===== src/rtl/bp_nbf_write_coalescer.sv =====
// NBF loader front-end: merges sub-block I/O writes into credit-limited cache-block memory writes.
// Build option BP_NBF_COALESCE_MASK_EN: when defined, mem_cmd_mask_o carries the real byte mask.
module bp_nbf_write_coalescer
  #(parameter int paddr_width_p = 40
   ,parameter int block_width_p = 512
   ,parameter int data_width_p  = 64
   ,parameter int mem_credits_p = 4
   ,parameter int timeout_p     = 256
   )
   (input  logic                       clk_i
   ,input  logic                       reset_n_i

   ,input  logic [paddr_width_p-1:0]   io_cmd_addr_i
   ,input  logic [2:0]                 io_cmd_size_i
   ,input  logic [data_width_p-1:0]    io_cmd_data_i
   ,input  logic                       io_cmd_v_i
   ,output logic                       io_cmd_yumi_o

   ,output logic [paddr_width_p-1:0]   io_resp_addr_o
   ,output logic [2:0]                 io_resp_size_o
   ,output logic                       io_resp_v_o
   ,input  logic                       io_resp_ready_i

   ,output logic [paddr_width_p-1:0]   mem_cmd_addr_o
   ,output logic [block_width_p-1:0]   mem_cmd_data_o
   ,output logic [block_width_p/8-1:0] mem_cmd_mask_o
   ,output logic                       mem_cmd_v_o
   ,input  logic                       mem_cmd_yumi_i

   ,input  logic                       mem_resp_v_i

   ,input  logic                       flush_i
   ,output logic                       flush_done_o
   );

   localparam int block_bytes_lp = block_width_p / 8;
   localparam int data_bytes_lp  = data_width_p / 8;
   localparam int off_w_lp       = $clog2(block_bytes_lp);
   localparam int tag_w_lp       = paddr_width_p - off_w_lp;
   localparam int max_size_lp    = $clog2(data_bytes_lp);
   localparam int cred_w_lp      = $clog2(mem_credits_p + 1);
   localparam int timer_w_lp     = (timeout_p > 1) ? $clog2(timeout_p) : 1;
   localparam logic [timer_w_lp-1:0] timer_last_lp =
      timer_w_lp'((timeout_p > 0) ? (timeout_p - 1) : 0);

   typedef enum logic [1:0] {
      e_idle,
      e_fill,
      e_send
   } state_e;

   state_e                     state_q, state_d;
   logic [tag_w_lp-1:0]        tag_q, tag_d;
   logic [block_bytes_lp-1:0]  mask_q, mask_d;
   logic [block_width_p-1:0]   data_q, data_d;
   logic [timer_w_lp-1:0]      timer_q, timer_d;
   logic [cred_w_lp-1:0]       outstanding_q, outstanding_d;

   logic [paddr_width_p-1:0]   ack0_addr_q, ack0_addr_d;
   logic [paddr_width_p-1:0]   ack1_addr_q, ack1_addr_d;
   logic [2:0]                 ack0_size_q, ack0_size_d;
   logic [2:0]                 ack1_size_q, ack1_size_d;
   logic [1:0]                 ack_cnt_q, ack_cnt_d;
   logic [1:0]                 ack_cnt_after_pop;

   logic [off_w_lp-1:0]        cmd_off;
   logic [tag_w_lp-1:0]        cmd_tag;
   logic                       tag_match;
   logic                       fifo_full;
   logic                       accept;
   logic                       credit_avail;
   logic                       send_fire;
   logic                       resp_fire;
   logic                       ack_pop;
   logic [data_bytes_lp-1:0]   wr_size_mask;
   logic [block_bytes_lp-1:0]  wr_mask;
   logic [block_width_p-1:0]   wr_data;
   logic [block_bytes_lp-1:0]  merge_mask;
   logic [block_width_p-1:0]   merge_data;
   logic [paddr_width_p-1:0]   align_mask;

   assign cmd_off      = io_cmd_addr_i[off_w_lp-1:0];
   assign cmd_tag      = io_cmd_addr_i[paddr_width_p-1:off_w_lp];
   assign tag_match    = (cmd_tag == tag_q);
   assign fifo_full    = (ack_cnt_q == 2'd2);
   assign credit_avail = (outstanding_q < cred_w_lp'(mem_credits_p));
   assign align_mask   = paddr_width_p'((64'd1 << io_cmd_size_i) - 64'd1);

   // Place the incoming beat at its byte offset and overlay it on the open block.
   always_comb begin
      wr_size_mask = '0;
      for (int i = 0; i < data_bytes_lp; i++) begin
         wr_size_mask[i] = (i < (1 << io_cmd_size_i));
      end
      wr_mask    = block_bytes_lp'(wr_size_mask) << cmd_off;
      wr_data    = block_width_p'(io_cmd_data_i) << {cmd_off, 3'b000};
      merge_mask = mask_q | wr_mask;
      merge_data = data_q;
      for (int b = 0; b < block_bytes_lp; b++) begin
         if (wr_mask[b]) begin
            merge_data[8*b +: 8] = wr_data[8*b +: 8];
         end
      end
   end

   always_comb begin
      state_d     = state_q;
      tag_d       = tag_q;
      mask_d      = mask_q;
      data_d      = data_q;
      timer_d     = timer_q;
      accept      = 1'b0;
      mem_cmd_v_o = 1'b0;
      case (state_q)
         e_idle: begin
            if (io_cmd_v_i && !fifo_full) begin
               accept  = 1'b1;
               tag_d   = cmd_tag;
               mask_d  = merge_mask;
               data_d  = merge_data;
               timer_d = '0;
               state_d = (&merge_mask) ? e_send : e_fill;
            end
         end
         e_fill: begin
            // A write to another block closes this one; it is taken again from IDLE.
            if (flush_i) begin
               state_d = e_send;
            end else if (io_cmd_v_i && !tag_match) begin
               state_d = e_send;
            end else if (io_cmd_v_i && !fifo_full) begin
               accept  = 1'b1;
               mask_d  = merge_mask;
               data_d  = merge_data;
               timer_d = '0;
               state_d = (&merge_mask) ? e_send : e_fill;
            end else begin
               timer_d = timer_q + timer_w_lp'(1);
               if ((timeout_p != 0) && (timer_q == timer_last_lp)) begin
                  state_d = e_send;
               end
            end
         end
         e_send: begin
            mem_cmd_v_o = credit_avail;
            if (credit_avail && mem_cmd_yumi_i) begin
               mask_d  = '0;
               data_d  = '0;
               timer_d = '0;
               state_d = e_idle;
            end
         end
         default: begin
            state_d = e_idle;
         end
      endcase
   end

   assign io_cmd_yumi_o = accept & reset_n_i;

   // A response with nothing outstanding is dropped so the counter cannot wrap.
   always_comb begin
      send_fire     = mem_cmd_v_o & mem_cmd_yumi_i;
      resp_fire     = mem_resp_v_i & (outstanding_q != '0);
      outstanding_d = outstanding_q + cred_w_lp'(send_fire) - cred_w_lp'(resp_fire);
   end

   assign io_resp_v_o    = (ack_cnt_q != 2'd0);
   assign io_resp_addr_o = ack0_addr_q;
   assign io_resp_size_o = ack0_size_q;
   assign ack_pop        = io_resp_v_o & io_resp_ready_i;

   always_comb begin
      ack0_addr_d       = ack0_addr_q;
      ack0_size_d       = ack0_size_q;
      ack1_addr_d       = ack1_addr_q;
      ack1_size_d       = ack1_size_q;
      ack_cnt_after_pop = ack_cnt_q - {1'b0, ack_pop};
      if (ack_pop) begin
         ack0_addr_d = ack1_addr_q;
         ack0_size_d = ack1_size_q;
      end
      if (io_cmd_yumi_o) begin
         if (ack_cnt_after_pop == 2'd0) begin
            ack0_addr_d = io_cmd_addr_i;
            ack0_size_d = io_cmd_size_i;
         end else begin
            ack1_addr_d = io_cmd_addr_i;
            ack1_size_d = io_cmd_size_i;
         end
      end
      ack_cnt_d = ack_cnt_after_pop + {1'b0, io_cmd_yumi_o};
   end

   always_ff @(posedge clk_i) begin
      if (!reset_n_i) begin
         state_q       <= e_idle;
         tag_q         <= '0;
         mask_q        <= '0;
         data_q        <= '0;
         timer_q       <= '0;
         outstanding_q <= '0;
         ack0_addr_q   <= '0;
         ack0_size_q   <= '0;
         ack1_addr_q   <= '0;
         ack1_size_q   <= '0;
         ack_cnt_q     <= '0;
      end else begin
         state_q       <= state_d;
         tag_q         <= tag_d;
         mask_q        <= mask_d;
         data_q        <= data_d;
         timer_q       <= timer_d;
         outstanding_q <= outstanding_d;
         ack0_addr_q   <= ack0_addr_d;
         ack0_size_q   <= ack0_size_d;
         ack1_addr_q   <= ack1_addr_d;
         ack1_size_q   <= ack1_size_d;
         ack_cnt_q     <= ack_cnt_d;
      end
   end

   assign mem_cmd_addr_o = {tag_q, {off_w_lp{1'b0}}};
   assign mem_cmd_data_o = data_q;

`ifdef BP_NBF_COALESCE_MASK_EN
   assign mem_cmd_mask_o = mask_q;
`else
   // Unwritten bytes are held at zero, so the block always replaces memory wholesale.
   assign mem_cmd_mask_o = '1;
`endif

   assign flush_done_o = (state_q == e_idle) & ~(|mask_q)
                       & (outstanding_q == '0) & (ack_cnt_q == 2'd0);

   a_legal_size: assert property (@(posedge clk_i) disable iff (!reset_n_i)
      io_cmd_v_i |-> (io_cmd_size_i <= 3'(max_size_lp)));
   a_aligned_addr: assert property (@(posedge clk_i) disable iff (!reset_n_i)
      io_cmd_v_i |-> ((io_cmd_addr_i & align_mask) == '0));
   a_yumi_has_valid: assert property (@(posedge clk_i) disable iff (!reset_n_i)
      mem_cmd_yumi_i |-> mem_cmd_v_o);

endmodule


===== config.mk =====
export PLATFORM = sky130hd
export DESIGN_NAME = bp_nbf_write_coalescer
export DESIGN_NICKNAME = d
export VERILOG_FILES = /design/src/rtl/bp_nbf_write_coalescer.sv
export SDC_FILE = /design/constraint.sdc
export NUM_CORES = 2
export LEC_CHECK = 0
export ABC_AREA = 1
export BUFFER_PORTS_ARGS = -buffer_cell sky130_fd_sc_hd__buf_2
export CORE_AREA = 2 2 306 308
export DETAILED_ROUTE_END_ITERATION = 8
export DIE_AREA = 0 0 308 310
export MAX_ROUTING_LAYER = met4
export PLACE_DENSITY = 0.72
export SYNTH_ARGS = -nofsm -noshare
export SYNTH_HDL_FRONTEND = slang
export SYNTH_SLANG_ARGS = --single-unit

===== constraint.sdc =====
create_clock -name clk_i -period 2.7 [get_ports clk_i]
set_input_delay 0.54 -clock clk_i [delete_from_list [all_inputs] [get_ports clk_i]]
set_output_delay 0.54 -clock clk_i [all_outputs]
set_load 0.1 [all_outputs]

# After elaboration in Yosys (flattened, before gate mapping)
# Index checks and enable logic that the tools add are counted.
[word_totals] reg_bits=711 input_bits=114
[classes] add_sub_neg=5 order_cmp=9 n_eq_ne=10 n_shift=3 n_mux=99 bitwise_logic=10 reduce_logical=19
[ops] cell="512-bit two-way mux" n=4
[ops] cell="512-bit one-hot mux with 3 select lines" n=1
[ops] cell="8-bit two-way mux" n=69
[ops] cell="64-bit by 9-bit left shift with 512-bit output" n=1
[ops] cell="64-bit two-way mux" n=4
[ops] cell="64-bit one-hot mux with 3 select lines" n=1
[ops] cell="4-bit by 32-bit < comparator with 1-bit output (first input constant)" n=4
[ops] cell="40-bit two-way mux" n=3
[ops] cell="3-bit by 32-bit < comparator with 1-bit output (first input constant)" n=2
[ops] cell="64-bit OR" n=1
[ops] cell="64-bit AND reduction" n=1
[ops] cell="64-bit OR reduction" n=1
[ops] cell="8-bit by 6-bit left shift with 64-bit output" n=1
[ops] cell="34-bit equality test" n=1
[ops] cell="1-bit by 32-bit < comparator with 1-bit output (first input constant)" n=1
[ops] cell="2-bit by 32-bit < comparator with 1-bit output (first input constant)" n=1
[ops] cell="1-bit by 3-bit left shift with 32-bit output (first input constant)" n=1
[ops] cell="8-bit one-hot mux with 3 select lines" n=1
[ops] cell="2-bit two-way mux" n=7
[ops] cell="3-bit two-way mux" n=3
[ops] cell="8-bit by 1-bit adder with 8-bit output (second input constant)" n=1
[ops] cell="8-bit equality test (second input constant)" n=1
[ops] cell="2-bit != test (second input constant)" n=4
[ops] cell="1-bit bitwise AND" n=7
[ops] cell="other kinds (22)" n=34

# Longest topological paths before layout
[logic_depth] word_depth=10 depth_mapped=19 depth_no_buf=18

# Worst setup path after synthesis
# Ideal clock, no wire load.
[synth_timing] path_type="reg2out" start="reg mask_q[11]" end="out flush_done_o" t_arrival_ns=3.665 setup_slack_ns=-1.505 path_stages_with_launch=6 n_path_buf=0 path_cell_list="dfxtp_1 > nor4_1 > nand2_1 > nor3_1 > nand4_1 > nor4_1"
[synth_between] elab_chain_len=5
[synth_rtl] element="start, declared" line_no="54" source="logic [block_bytes_lp-1:0] mask_q, mask_d;"
[synth_rtl] element="start signal, assigned" line_no="211" source="mask_q <= mask_d;"
[synth_rtl] element="64-bit OR reduction" line_no="233" source="assign flush_done_o = (state_q == e_idle) & ~(|mask_q)"
[synth_rtl] element="1-bit NOT" line_no="233"
[synth_rtl] element="1-bit bitwise AND" line_no="233"
[synth_rtl] element="1-bit bitwise AND (2 in a row)" line_no="234" source="& (outstanding_q == '0) & (ack_cnt_q == 2'd0);"
[synth_rtl] element="end, declared" line_no="33" source=",output logic flush_done_o"
# No other way between the ends.

# Worst setup path in the final report
[layout_timing] start="reg tag_q[29]" end="out io_cmd_yumi_o"
[layout_between] elab_chain_len=7
[layout_rtl] element="start, declared" line_no="53" source="logic [tag_w_lp-1:0] tag_q, tag_d;"
[layout_rtl] element="start signal, assigned" line_no="210" source="tag_q <= tag_d;"
[layout_rtl] element="34-bit equality test" line_no="84" source="assign tag_match = (cmd_tag == tag_q);"
[layout_rtl] element="1-bit zero test" line_no="129" source="end else if (io_cmd_v_i && !tag_match) begin"
[layout_rtl] element="1-bit logical AND" line_no="129"
[layout_rtl] element="1-bit two-way mux" line_no="129"
[layout_rtl] element="1-bit two-way mux" line_no="127" source="if (flush_i) begin"
[layout_rtl] element="1-bit one-hot mux with 2 select lines" line_no="114" source="case (state_q)"
[layout_rtl] element="1-bit bitwise AND" line_no="159" source="assign io_cmd_yumi_o = accept & reset_n_i;"
[layout_rtl] element="end, declared" line_no="17" source=",output logic io_cmd_yumi_o"
# No other way between the ends.

==> results.json <==
{
  "status": "complete, but fails checks",
  "violations": "setup timing",
  "avgRoutedWirePerCell_um": 22.43,
  "htree_levels": 3,
  "clk_latency_ns": 0.69,
  "p_per_area_nw_per_um2": 919.6,
  "track_usage_pct": 35.94,
  "drive_gt1_share_pct": 25.66,
  "grt_pass1_vias": 39080,
  "required_ns": 2.16,
  "finalSetupViolations": 2,
  "routed_wl_um": 177500,
  "yosysUniqueCellTypes": 49,
  "ys_ff_latch": 711,
  "power.internal_mw": 23.12,
  "rr_worst_depth": 13,
  "slew_headroom_pct": 21.58,
  "syn2layout_area_growth_pct": 34.26,
  "holdPathStages": 3,
  "hold_class": "in2reg",
  "root_buffer": "clkbuf_16",
  "core_um2": 92490,
  "pin_count": 777,
  "gp_congestion": 1.057,
  "grt_first_pass_wirelength_um": 250800,
  "setup_ws_ns": -0.2521,
  "dieArea_um2": 95480,
  "max_freq_mhz": 338.7,
  "dr.pass1.iters": 6,
  "synth_ff_type": "dfxtp_1",
  "hold_violations": 0,
  "fin_skew_ns": 0.05894,
  "cts_tree": "built",
  "ant_nets": 0,
  "avgSynthCellArea_um2": 6.516,
  "cts_buffers": 80,
  "clkPwrFrac_pct": 26.4,
  "cts.clk_slew.worst_paths_ns": 0.06,
  "maxSlewViolCount": 0,
  "p_leak_nw": 21.77,
  "drc": 0,
  "timing.final.crit_share_pct": 109.3,
  "tightest_slew_ns": 1.176,
  "grt_overflow": 0,
  "place_inst": 7735,
  "yosys_warnings": 0,
  "maxCapViolations": 0,
  "initial_core_util_pct": 39.04,
  "power_mw": 44.58,
  "hold_ws_ns": 0.1374,
  "final_util_pct": 52.41,
  "syn_inst": 5541,
  "clock_path_buffers": 3,
  "vdd_drop_max_mv": 0.7977,
  "cp.arrival_ns": 2.41,
  "fin_cells": 7914,
  "antenna_found_initial": 21,
  "numClockSinks": 711,
  "async_flop_share_pct": 0,
  "syn_area_um2": 36100,
  "die_w_um": 308,
  "vias": 43780,
  "cp-start-kind": "flip-flop",
  "ctsHoldBuffers": 0,
  "crit_path_end_kind": "output pin",
  "drt_iter0_markers": 5585,
  "synth_edf_count": 0,
  "crit_type": "reg2out",
  "viasPerCell": 5.532,
  "swShare_pct": 48.14,
  "p_sw_mw": 21.46,
  "tns_ns": -0.4981,
  "crit_path_max_fanout": 3,
  "nNetsFinal": 6750,
  "hpwl_um": 135000,
  "seq_power_share_pct": 28.4,
  "yosysSeqAreaShare_pct": 39.42,
  "grt_start_max_net_pins": 183,
  "die_h_um": 310,
  "r2r_setup_slack_ns": 0.07,
  "port_buffers": 706,
  "rows": 112,
  "rsz0062_at_grt": "yes",
  "period_needed_ns": 2.952,
  "pwr-share-comb_pct": 45.2,
  "fillers": 9164
}
-- repair_timing --
| item | 4_1_cts | 5_1_grt |
|---|---|---|
| gates resized for setup | 33 | 47 |
| endpoints found under the setup margin | 321 | 370 |
| cloned | 0 | 3 |
| pin swaps | 5 | 8 |
| buffers inserted | 6 | 2 |
-- cell usage after synthesis (2+ instances only) --
library cell	instances	area (µm²)
clkbuf_1	254	953.4
xnor2_1	4	35.03
o22ai_1	49	306.5
inv_1	388	1456
nand2_1	1363	5116
o21ai_0	517	2587
o211ai_1	5	37.54
nor4_1	20	125.1
buf_2	82	410.4
buf_1	53	198.9
buf_4	75	563.0
nor3_1	112	560.5
inv_2	10	37.54
a21oi_1	672	3363
dfxtp_1	711	14230
nand4_1	145	907.1
nand3b_1	4	30.03
nand3_1	342	1712
nor3b_1	3	22.52
o2111ai_1	4	35.03
o32ai_1	7	61.31
nor2_2	15	93.84
conb_1	2	7.510
ha_1	5	62.56
nand3_2	7	70.07
xor2_1	10	87.58
nand2_2	7	43.79
a31oi_1	24	150.1
nor3_4	2	32.53
mux2i_1	16	160.2
nor3_2	9	90.09
nor2_1	549	2061
and2_1	15	93.84
o21bai_1	4	30.03
or2_2	25	156.4
clkinv_1	7	26.28
o21ai_1	12	60.06
-- power by group through the flow --
| stage | sequential (mW) | combinational, mW | clock (mW) |
|---|---|---|---|
| after detailed placement | 12.8 | 19.4 | 0 |
| after CTS | 12.6 | 19.6 | 11.9 |
| after global routing | 12.8 | 21.0 | 12.3 |
| after global placement | 12.8 | 19.2 | 0 |
| final | 12.7 | 20.1 | 11.8 |
| after floorplan | 19.7 | 6.66 | 0 |
-- metrics by stage --
stage,setup WS (ns),instance area (µm²)
6_report,-0.2521,48470
5_1_grt,-0.3324,48470
4_1_cts,-0.3728,48170
3_5_place_dp,-0.5041,45200
3_3_place_gp,-0.4893,45200
2_1_floorplan,0.006660,36480
-- per-layer routing --
layer	GRT usage, %	up-vias	wire length, µm
met5	-	-	0
met4	20.75	0	12050
met3	7.513	519	17770
met2	54.55	2465	78330
met1	44.25	20430	69370
li1	-	20370	-
-- placed cells by master (no fill, tap or decap), drive strengths merged, types with 15 or more instances in the layout --
master | netlist | routed
inv | 398 | 404
clkbuf | 255 | 113
conb | 2 | 70
diode | 0 | 22
a31oi | 24 | 24
nand2 | 1370 | 1370
and2 | 15 | 15
nand4 | 145 | 145
buf | 211 | 1402
nor4 | 20 | 20
or2 | 25 | 25
mux2i | 16 | 16
nor2 | 566 | 566
clkinv | 7 | 24
dfxtp | 711 | 711
nand3 | 349 | 349
nor3 | 123 | 123
o22ai | 49 | 49
o21ai | 530 | 530
a21oi | 673 | 673
-- sequential cells by signal, indices dropped and copies added, names as in the netlist --
register and cells:
io_resp_size_o 3, mem_cmd_data_o 512, ack_cnt_q 2, state_q 2, ack1_size_q 3, mask_q 64
outstanding_q 3, tag_q 34, timer_q 8, ack1_addr_q 40, io_resp_addr_o 40
-- worst max-delay path: stages, from the launching register on --
cell and delay, ns:
dfxtp_2 0.36, inv_2 0.04, nand2_1 0.05, nand4_1 0.17, nor4_4 0.36, nand3_4 0.18
nand2_4 0.11, nand2_4 0.06, nand2_4 0.07, nand2_4 0.06, inv_4 0.08, buf_12 0.17
-- area by class of cell --
type / instances / area (µm²) / area share (%)
inverter: 405 / 1553 / 3.203
multi-input combinational: 4027 / 18780 / 38.74
sequential: 711 / 14280 / 29.46
clock buffer: 110 / 2265 / 4.672
tap: 1197 / 1498 / 3.090
clock inverter: 37 / 549.3 / 1.133
antenna: 22 / 55.05 / 0.1136
timing repair buffer: 1405 / 9497 / 19.59
-- cells by family after synthesis --
| family | synth area share [%] |
|---|---|
| simple gates | 30.87 |
| compound gates | 18.53 |
| buf+inv | 10.14 |
| flops | 39.42 |
| mux | 0.4436 |
| xor+xnor | 0.3396 |
| fa+ha+maj | 0.2287 |
| other cells | 0.02080 |
-- path summary, 6_finish.rpt --
| kind | start | end |
|---|---|---|
| worst max-delay path | tag_q[29] | io_cmd_yumi_o |
| worst min-delay path | io_cmd_addr_i[32] | io_resp_addr_o[32] |
| worst max register to register | tag_q[29] | mem_cmd_data_o[6] |
| worst min register to register | mem_cmd_data_o[78] | mem_cmd_data_o[78] |
Power figures use the tool's default switching activity.
